## src/rtl/cpu_regfile_sequencer_pkg.sv

```systemverilog
// Shared types and constants for the register-file sequencer slice:
// read FSM states, register-file geometry and arbiter requester ids.
package cpu_regseq_pkg;

  localparam int REG_COUNT = 32;
  localparam int REG_IDX_W = 5;

  localparam logic ARB_ALU = 1'b0;
  localparam logic ARB_LSU = 1'b1;

  typedef enum logic [1:0] {
    IDLE  = 2'd0,
    CHECK = 2'd1,
    ISSUE = 2'd2,
    DONE  = 2'd3
  } read_state_e;

  // One-hot mask for a register index; x0 never maps to a scoreboard bit.
  function automatic logic [REG_COUNT-1:0] idx_onehot(input logic [REG_IDX_W-1:0] idx);
    logic [REG_COUNT-1:0] mask;
    mask = '0;
    if (idx != '0) mask[idx] = 1'b1;
    return mask;
  endfunction

endpackage

```

## src/rtl/cpu_regfile_sequencer_if.sv

```systemverilog
// Decode/issue, writeback and register-file bus of the sequencer.
// slave = the sequencer, master = the surrounding pipeline and register file.
interface cpu_regfile_sequencer_if #(
  parameter int TAG_WIDTH = 8
);
  logic                 i_read_req;
  logic [4:0]           i_read_rs1_idx;
  logic [4:0]           i_read_rs2_idx;
  logic                 o_read_valid;
  logic [TAG_WIDTH-1:0] o_read_tag;
  logic [4:0]           o_read_rs1_idx;
  logic [4:0]           o_read_rs2_idx;
  logic                 i_issue_valid;
  logic [4:0]           i_issue_rd;
  logic                 o_issue_ready;
  logic                 i_wb_alu_valid;
  logic [4:0]           i_wb_alu_rd;
  logic [31:0]          i_wb_alu_data;
  logic                 o_wb_alu_ready;
  logic                 i_wb_lsu_valid;
  logic [4:0]           i_wb_lsu_rd;
  logic [31:0]          i_wb_lsu_data;
  logic                 o_wb_lsu_ready;
  logic [TAG_WIDTH-1:0] o_write_tag;
  logic [4:0]           o_write_rd_idx;
  logic [31:0]          o_rd;
  logic [31:0]          o_pending;

  modport slave (
    input  i_read_req, i_read_rs1_idx, i_read_rs2_idx,
    input  i_issue_valid, i_issue_rd,
    input  i_wb_alu_valid, i_wb_alu_rd, i_wb_alu_data,
    input  i_wb_lsu_valid, i_wb_lsu_rd, i_wb_lsu_data,
    output o_read_valid, o_read_tag, o_read_rs1_idx, o_read_rs2_idx,
    output o_issue_ready, o_wb_alu_ready, o_wb_lsu_ready,
    output o_write_tag, o_write_rd_idx, o_rd, o_pending
  );

  modport master (
    output i_read_req, i_read_rs1_idx, i_read_rs2_idx,
    output i_issue_valid, i_issue_rd,
    output i_wb_alu_valid, i_wb_alu_rd, i_wb_alu_data,
    output i_wb_lsu_valid, i_wb_lsu_rd, i_wb_lsu_data,
    input  o_read_valid, o_read_tag, o_read_rs1_idx, o_read_rs2_idx,
    input  o_issue_ready, o_wb_alu_ready, o_wb_lsu_ready,
    input  o_write_tag, o_write_rd_idx, o_rd, o_pending
  );
endinterface

```

## src/rtl/cpu_regfile_sequencer_arbiter.sv

```systemverilog
// Two-way round-robin arbiter for the single register-file write port.
// A granted x0 write is accepted and rotates priority but does not commit.
module cpu_wb_rr_arbiter
  import cpu_regseq_pkg::*;
#(
  parameter int RR_INIT = 0
) (
  input  logic                 i_clock,
  input  logic                 i_reset,
  input  logic                 alu_valid,
  input  logic [REG_IDX_W-1:0] alu_rd,
  input  logic [31:0]          alu_data,
  input  logic                 lsu_valid,
  input  logic [REG_IDX_W-1:0] lsu_rd,
  input  logic [31:0]          lsu_data,
  output logic                 alu_ready,
  output logic                 lsu_ready,
  output logic                 commit,
  output logic [REG_IDX_W-1:0] commit_rd,
  output logic [31:0]          commit_data
);

  logic prio_reg;
  logic prio_next;
  logic grant_lsu;
  logic any_grant;

  always_comb begin
    any_grant   = alu_valid | lsu_valid;
    grant_lsu   = lsu_valid & (~alu_valid | (prio_reg == ARB_LSU));
    alu_ready   = alu_valid & ~grant_lsu;
    lsu_ready   = grant_lsu;
    commit_rd   = grant_lsu ? lsu_rd   : alu_rd;
    commit_data = grant_lsu ? lsu_data : alu_data;
    commit      = any_grant & (commit_rd != '0);
    prio_next   = prio_reg;
    if (any_grant) prio_next = grant_lsu ? ARB_ALU : ARB_LSU;
  end

  always_ff @(posedge i_clock or posedge i_reset) begin
    if (i_reset) prio_reg <= (RR_INIT != 0) ? ARB_LSU : ARB_ALU;
    else         prio_reg <= prio_next;
  end

endmodule

```

## src/rtl/cpu_regfile_sequencer.sv

```systemverilog
// Tag-handshake sequencer in front of the register file: read FSM, pending-write
// scoreboard and writeback arbitration. CPU_REGSEQ_PERF_EN adds stall/conflict counters.
module cpu_regfile_sequencer
  import cpu_regseq_pkg::*;
#(
  parameter int TAG_WIDTH = 8,
  parameter int RR_INIT   = 0
) (
  input  logic                    i_clock,
  input  logic                    i_reset,
  cpu_regfile_sequencer_if.slave  bus
`ifdef CPU_REGSEQ_PERF_EN
  ,
  output logic [31:0]             o_stall_cycles,
  output logic [31:0]             o_wb_conflicts
`endif
);

  read_state_e            state_reg, state_next;
  logic [TAG_WIDTH-1:0]   read_tag_reg;
  logic [TAG_WIDTH-1:0]   write_tag_reg;
  logic [REG_IDX_W-1:0]   rs1_reg, rs2_reg;
  logic [REG_IDX_W-1:0]   write_rd_reg;
  logic [31:0]            write_data_reg;
  logic [REG_COUNT-1:0]   pending_reg, pending_next;

  logic                   hazard, issue_ready;
  logic                   latch_idx, read_tag_inc;
  logic                   commit;
  logic [REG_IDX_W-1:0]   commit_rd;
  logic [31:0]            commit_data;

  cpu_wb_rr_arbiter #(.RR_INIT(RR_INIT)) u_arb (
    .i_clock    (i_clock),
    .i_reset    (i_reset),
    .alu_valid  (bus.i_wb_alu_valid),
    .alu_rd     (bus.i_wb_alu_rd),
    .alu_data   (bus.i_wb_alu_data),
    .lsu_valid  (bus.i_wb_lsu_valid),
    .lsu_rd     (bus.i_wb_lsu_rd),
    .lsu_data   (bus.i_wb_lsu_data),
    .alu_ready  (bus.o_wb_alu_ready),
    .lsu_ready  (bus.o_wb_lsu_ready),
    .commit     (commit),
    .commit_rd  (commit_rd),
    .commit_data(commit_data)
  );

  // Hazard looks only at the registered scoreboard, so a write granted this
  // cycle releases the read one edge after its write tag moves.
  always_comb begin
    hazard       = ((rs1_reg != '0) && pending_reg[rs1_reg]) ||
                   ((rs2_reg != '0) && pending_reg[rs2_reg]);
    issue_ready  = (bus.i_issue_rd == '0) || !pending_reg[bus.i_issue_rd];
    pending_next = pending_reg & ~(commit ? idx_onehot(commit_rd) : '0);
    if (bus.i_issue_valid && issue_ready)
      pending_next = pending_next | idx_onehot(bus.i_issue_rd);
  end

  always_ff @(posedge i_clock or posedge i_reset) begin
    if (i_reset) state_reg <= IDLE;
    else         state_reg <= state_next;
  end

  always_comb begin
    state_next = state_reg;
    case (state_reg)
      IDLE:    if (bus.i_read_req) state_next = CHECK;
      CHECK:   if (!hazard)        state_next = ISSUE;
      ISSUE:                       state_next = DONE;
      default:                     state_next = IDLE;
    endcase
  end

  always_comb begin
    latch_idx        = (state_reg == IDLE) && bus.i_read_req;
    read_tag_inc     = (state_reg == CHECK) && !hazard;
    bus.o_read_valid = (state_reg == DONE);
  end

  always_ff @(posedge i_clock or posedge i_reset) begin
    if (i_reset) begin
      read_tag_reg   <= '0;
      write_tag_reg  <= '0;
      rs1_reg        <= '0;
      rs2_reg        <= '0;
      write_rd_reg   <= '0;
      write_data_reg <= '0;
      pending_reg    <= '0;
    end else begin
      pending_reg <= pending_next;
      if (latch_idx) begin
        rs1_reg <= bus.i_read_rs1_idx;
        rs2_reg <= bus.i_read_rs2_idx;
      end
      if (read_tag_inc) read_tag_reg <= read_tag_reg + 1'b1;
      if (commit) begin
        write_tag_reg  <= write_tag_reg + 1'b1;
        write_rd_reg   <= commit_rd;
        write_data_reg <= commit_data;
      end
    end
  end

`ifdef CPU_REGSEQ_PERF_EN
  always_ff @(posedge i_clock or posedge i_reset) begin
    if (i_reset) begin
      o_stall_cycles <= '0;
      o_wb_conflicts <= '0;
    end else begin
      if ((state_reg == CHECK) && hazard)            o_stall_cycles <= o_stall_cycles + 1'b1;
      if (bus.i_wb_alu_valid && bus.i_wb_lsu_valid)  o_wb_conflicts <= o_wb_conflicts + 1'b1;
    end
  end
`endif

  assign bus.o_read_tag     = read_tag_reg;
  assign bus.o_read_rs1_idx = rs1_reg;
  assign bus.o_read_rs2_idx = rs2_reg;
  assign bus.o_issue_ready  = issue_ready;
  assign bus.o_write_tag    = write_tag_reg;
  assign bus.o_write_rd_idx = write_rd_reg;
  assign bus.o_rd           = write_data_reg;
  assign bus.o_pending      = pending_reg;

endmodule

```

## src/flat_wrapper.sv

```systemverilog
// flat-port wrapper written by rule: the top's interface ports become plain ports
module cpu_regfile_sequencer_flat import cpu_regseq_pkg::*;
#(
  parameter int TAG_WIDTH = 8,
  parameter int RR_INIT   = 0
)
  (i_clock, i_reset, bus_i_read_req, bus_i_read_rs1_idx, bus_i_read_rs2_idx, bus_i_issue_valid, bus_i_issue_rd, bus_i_wb_alu_valid, bus_i_wb_alu_rd, bus_i_wb_alu_data, bus_i_wb_lsu_valid, bus_i_wb_lsu_rd, bus_i_wb_lsu_data, bus_o_read_valid, bus_o_read_tag, bus_o_read_rs1_idx, bus_o_read_rs2_idx, bus_o_issue_ready, bus_o_wb_alu_ready, bus_o_wb_lsu_ready, bus_o_write_tag, bus_o_write_rd_idx, bus_o_rd, bus_o_pending);
  cpu_regfile_sequencer_if #(.TAG_WIDTH(TAG_WIDTH)) bus_i ();
  input  logic i_clock;
  input  logic i_reset;
  input wire logic [$bits(bus_i.i_read_req)-1:0] bus_i_read_req;
  input wire logic [$bits(bus_i.i_read_rs1_idx)-1:0] bus_i_read_rs1_idx;
  input wire logic [$bits(bus_i.i_read_rs2_idx)-1:0] bus_i_read_rs2_idx;
  input wire logic [$bits(bus_i.i_issue_valid)-1:0] bus_i_issue_valid;
  input wire logic [$bits(bus_i.i_issue_rd)-1:0] bus_i_issue_rd;
  input wire logic [$bits(bus_i.i_wb_alu_valid)-1:0] bus_i_wb_alu_valid;
  input wire logic [$bits(bus_i.i_wb_alu_rd)-1:0] bus_i_wb_alu_rd;
  input wire logic [$bits(bus_i.i_wb_alu_data)-1:0] bus_i_wb_alu_data;
  input wire logic [$bits(bus_i.i_wb_lsu_valid)-1:0] bus_i_wb_lsu_valid;
  input wire logic [$bits(bus_i.i_wb_lsu_rd)-1:0] bus_i_wb_lsu_rd;
  input wire logic [$bits(bus_i.i_wb_lsu_data)-1:0] bus_i_wb_lsu_data;
  output wire logic [$bits(bus_i.o_read_valid)-1:0] bus_o_read_valid;
  output wire logic [$bits(bus_i.o_read_tag)-1:0] bus_o_read_tag;
  output wire logic [$bits(bus_i.o_read_rs1_idx)-1:0] bus_o_read_rs1_idx;
  output wire logic [$bits(bus_i.o_read_rs2_idx)-1:0] bus_o_read_rs2_idx;
  output wire logic [$bits(bus_i.o_issue_ready)-1:0] bus_o_issue_ready;
  output wire logic [$bits(bus_i.o_wb_alu_ready)-1:0] bus_o_wb_alu_ready;
  output wire logic [$bits(bus_i.o_wb_lsu_ready)-1:0] bus_o_wb_lsu_ready;
  output wire logic [$bits(bus_i.o_write_tag)-1:0] bus_o_write_tag;
  output wire logic [$bits(bus_i.o_write_rd_idx)-1:0] bus_o_write_rd_idx;
  output wire logic [$bits(bus_i.o_rd)-1:0] bus_o_rd;
  output wire logic [$bits(bus_i.o_pending)-1:0] bus_o_pending;
  assign bus_i.i_read_req = bus_i_read_req;
  assign bus_i.i_read_rs1_idx = bus_i_read_rs1_idx;
  assign bus_i.i_read_rs2_idx = bus_i_read_rs2_idx;
  assign bus_i.i_issue_valid = bus_i_issue_valid;
  assign bus_i.i_issue_rd = bus_i_issue_rd;
  assign bus_i.i_wb_alu_valid = bus_i_wb_alu_valid;
  assign bus_i.i_wb_alu_rd = bus_i_wb_alu_rd;
  assign bus_i.i_wb_alu_data = bus_i_wb_alu_data;
  assign bus_i.i_wb_lsu_valid = bus_i_wb_lsu_valid;
  assign bus_i.i_wb_lsu_rd = bus_i_wb_lsu_rd;
  assign bus_i.i_wb_lsu_data = bus_i_wb_lsu_data;
  assign bus_o_read_valid = bus_i.o_read_valid;
  assign bus_o_read_tag = bus_i.o_read_tag;
  assign bus_o_read_rs1_idx = bus_i.o_read_rs1_idx;
  assign bus_o_read_rs2_idx = bus_i.o_read_rs2_idx;
  assign bus_o_issue_ready = bus_i.o_issue_ready;
  assign bus_o_wb_alu_ready = bus_i.o_wb_alu_ready;
  assign bus_o_wb_lsu_ready = bus_i.o_wb_lsu_ready;
  assign bus_o_write_tag = bus_i.o_write_tag;
  assign bus_o_write_rd_idx = bus_i.o_write_rd_idx;
  assign bus_o_rd = bus_i.o_rd;
  assign bus_o_pending = bus_i.o_pending;
  cpu_regfile_sequencer #(.TAG_WIDTH(TAG_WIDTH), .RR_INIT(RR_INIT)) u_core (.i_clock(i_clock), .i_reset(i_reset), .bus(bus_i));
endmodule
```

## config.mk

```make
export PLATFORM = sky130hd
export DESIGN_NAME = cpu_regfile_sequencer_flat
export DESIGN_NICKNAME = d
export VERILOG_FILES = /design/src/rtl/cpu_regfile_sequencer_pkg.sv /design/src/rtl/cpu_regfile_sequencer_if.sv /design/src/rtl/cpu_regfile_sequencer_arbiter.sv /design/src/rtl/cpu_regfile_sequencer.sv /design/src/flat_wrapper.sv
export SDC_FILE = /design/constraint.sdc
export NUM_CORES = 1
export LEC_CHECK = 0
export CORE_MARGIN = 3
export CORE_UTILIZATION = 47
export CTS_BUF_LIST = sky130_fd_sc_hd__clkbuf_8
export CTS_CLUSTER_DIAMETER = 120
export DETAILED_ROUTE_END_ITERATION = 16
export GPL_TIMING_DRIVEN = 0
export PLACE_DENSITY = 0.85
export SLEW_MARGIN = 0
export SYNTH_ARGS = -nofsm -noshare
export SYNTH_HDL_FRONTEND = slang
export SYNTH_HIERARCHICAL = 1
export SYNTH_SLANG_ARGS = --single-unit
```

## constraint.sdc

```tcl
create_clock -name i_clock -period 4.1 [get_ports i_clock]
set_input_delay 0.82 -clock i_clock [delete_from_list [all_inputs] [get_ports i_clock]]
set_output_delay 0.82 -clock i_clock [all_outputs]
set_load 0.1 [all_outputs]
```

==> results.md <==
- Outcome: complete, no violations
- Static leakage: 0.00319 µW
- Overflow left after global routing: 0
- DR vias/cell: 6.00
- Port Buffers: 193
- Crit Reg-Reg Startpoint: u_core/bus.o_read_rs2_idx[1]
- Die height: 115 µm
- Cell Area, Synth: 0.00553 mm²
- Synth Area in Adders: 1.58%
- Clk_lat worst skew: 0.38 ns
- Fmax: 257 MHz
- Post-Synth Simple-Gate Area: 9.07%
- Slew HR: 27.7%
- Die W: 115 µm
- Non-Filler Instances: 801
- Fin util: 70.4%
- CTS buffer count: 9
- DP Wirelength: 12,500 µm
- Largest family of logic cells by synthesized area: multiplexers
- Worst reg-to-reg setup slack: 1.57 ns
- PwrDens: 848 mW/mm²
- Synthesis-to-layout area growth: 42.2%
- Yosys top cell by area: dfrtp_1
- Total Neg Setup Slack: 0 ns
- Worst reg-to-reg path cell count: 7
- Dpl cells: 786
- Worst Hold Class: register to register
- Nets: 758
- Predominant post-synthesis flop cell: dfrtp_1
- Post-DR wirelength/cell: 20.7 µm
- Area fraction of the dominant cell type after synthesis: 44.3%
- Core footprint: 0.0112 mm²
- Final period utilization: 94.8%
- Largest stage delay on the critical path: 0.62 ns
- Crit. End Element: output pin
- Ant. Diodes: 0
- MaxCap Viol Count: 0
- Placer's final routability congestion estimate: 0.857
- Synth top area cells: dfrtp_1 44%, mux2_2 16%, mux4_2 5.3%, o31ai_1 4.2%, o21ai_0 2.9%
- Share of cells above drive strength 1: 21.6%
- 1st-pass router iterations: 5
- Final setup vio count: 0
- Clk_skew: 0.0115 ns
- Clk pin slew, worst setup/hold paths: 0.09 ns
- Via count: 4,809
- H-tree depth: 3
- Total Routed Length: 16,600 µm
- Fillers: 823
- Number of flops mapped to enable cells by yosys: 0
- Longest Clk Path Bufs: 2
- DRC Markers: 0
- Synthesis warning total: 6
- WHS Endpoint: u_core/bus.o_read_tag[7]
- Post-synthesis mux area share: 28.1%
- #FFs+latches synth: 98
- Clock sink total: 98
- Die footprint: 0.0131 mm²
- Largest net degree at the start of global routing: 51
- RSZ-0062 raised after global routing: false
- Initial drt markers: 477
- CTS tree: built
- Critical path's slowest cell: clkdlybuf4s50_1
- Worst reg2reg endpoint: u_core/bus.o_read_tag[1]
- IO Count: 194
- Crit start category: input port
- Number of global-route vias before repair: 5,090
- Initial Util: 49.5%
- Hold path depth: 1
- CP Cell Sequence: clkdlybuf4s50_1 -> or3b_2 -> o22ai_1 -> nor4_1 -> nor2_2 -> inv_1 -> buf_6
- Most common cell in the netlist: dfrtp_1
- Cells after synthesis: 452
- First-pass GRT wire length: 26,500 µm
- Syn Area/Cell: 12.2 µm²
- Share of flip-flops with an asynchronous set or reset: 100%
- Final worst path period need: 3.89 ns
- Yosys cell types: 49
- Rows: 38
- Final Hold Viols: 0
- Fin. max-slew vios: 0
- Post-synthesis sequential area ratio: 44.3%
- Initial antenna violation count: 0
- CTS root buf: clkbuf_8
- Compound-cell area share of the yosys netlist: 10.6%
- WP data required: 3.28 ns
- Post-DRT Antenna Nets: 0
- Top post-synthesis cells by count: 98 x dfrtp_1, 81 x mux2_2, 32 x o21ai_0
- Syn_nets: 554
- Post-synthesis xor/xnor area fraction: 2.22%
- GR Util All Layers: 25.7%
- Worst vdd ir: 931 µV
- Arr. time, crit path: 3.07 ns
- Max FO, Critical Path: 14
- HP Start: u_core/bus.o_read_tag[7]
- Worst Tran Pin Value: 1.08 ns
- WS Path Type: input port to output pin
==> cell usage in the layout (no fill, tap or decap), drive strengths merged, types with 2 or more instances in the layout <==
master / netlist / routed
clkdlybuf4s50: 0 / 191
dfrtp: 98 / 98
mux2: 89 / 89
o21ai: 33 / 33
o31ai: 31 / 31
inv: 17 / 22
mux4: 19 / 19
clkbuf: 11 / 18
nor2: 17 / 17
nand2: 15 / 15
buf: 12 / 15
nand3b: 11 / 11
nand3: 10 / 10
xnor2: 10 / 10
nand4: 7 / 7
mux2i: 7 / 7
ha: 7 / 7
a21oi: 6 / 6
o22ai: 5 / 5
nor3: 5 / 5
and3: 5 / 5
or3b: 4 / 4
xor2: 4 / 4
nand2b: 4 / 4
nor4: 3 / 3
o211ai: 3 / 3
a2111oi: 3 / 3
or3: 2 / 2
and2b: 2 / 2
nor2b: 2 / 2
==> timing repair <==
item,in CTS,in global routing
gates resized for setup,11,2
setup buffers,0,0
pin swaps,0,0
cloned,0,0
setup endpoints to repair,1,1
hold buffers,0,0
==> metal layers <==
layer / vias to the layer above / track usage [%] / routed length [µm]
met5: - / 0 / 0
met1: 2356 / 31.2 / 6110
li1: 2125 / - / -
met2: 291 / 43.2 / 8350
met4: 0 / 7.28 / 300
met3: 37 / 9.09 / 1800
==> worst max-delay path: cells and delay by family <==
kind            cells  cell delay (ns)
simple gates        3             1.11
buf+inv             3             0.95
compound gates      1             0.17
==> kinds of logic (layout without fill, tap and decap cells) <==
group,count (synthesis),count (layout)
xor gates and xnor gates,14,14
muxes,115,115
AOI/OAI and AO/OA,87,87
buffers and inverters,41,250
and+or+nand+nor,90,90
adders and majority gates,7,7
DFF,98,98
==> metrics by stage <==
stage	instance area (µm²)	hold WS, ns	setup slack, ns	total power [µW]
2_1_floorplan	5530	0.484	0.384	4920
3_3_place_gp	7640	0.458	-1.08	5920
3_5_place_dp	7670	0.465	-1.12	6030
4_1_cts	7870	0.478	0.0381	6680
5_1_grt	7870	0.500	0.0367	6950
6_report	7870	0.473	0.215	6680
==> area by class of cell <==
type                    count  area, µm²  share of cell area (%)
clock buffers               9        124                    1.57
inverters                  17       66.3                   0.843
clock inverters             7       68.8                   0.874
repair buffers            194       1960                    24.9
plain buffers              23        171                    2.18
multi-input cells         313       2850                    36.2
well taps                 140        175                    2.23
flip-flops and latches     98       2450                    31.2
==> worst max path at each step <==
stage / startpoint / to / slack, ns / cells past startpoint
2_1_floorplan: bus_i_wb_alu_valid / u_core/bus.o_write_tag[1] / 0.38 / 6
4_1_cts: bus_i_issue_rd[2] / bus_o_issue_ready / 0.04 / 8
5_1_grt: bus_i_issue_rd[1] / bus_o_issue_ready / 0.04 / 9
3_3_place_gp: bus_i_issue_rd[0] / bus_o_issue_ready / -1.08 / 10
3_5_place_dp: bus_i_issue_rd[0] / bus_o_issue_ready / -1.12 / 10
6_report: bus_i_issue_rd[2] / bus_o_issue_ready / 0.21 / 7
==> power breakdown <==
part,internal [µW],switching [µW]
combinational,1330,3070
sequential,1270,379
clock,284,350
No activity file was read; power rests on OpenSTA's default activity.
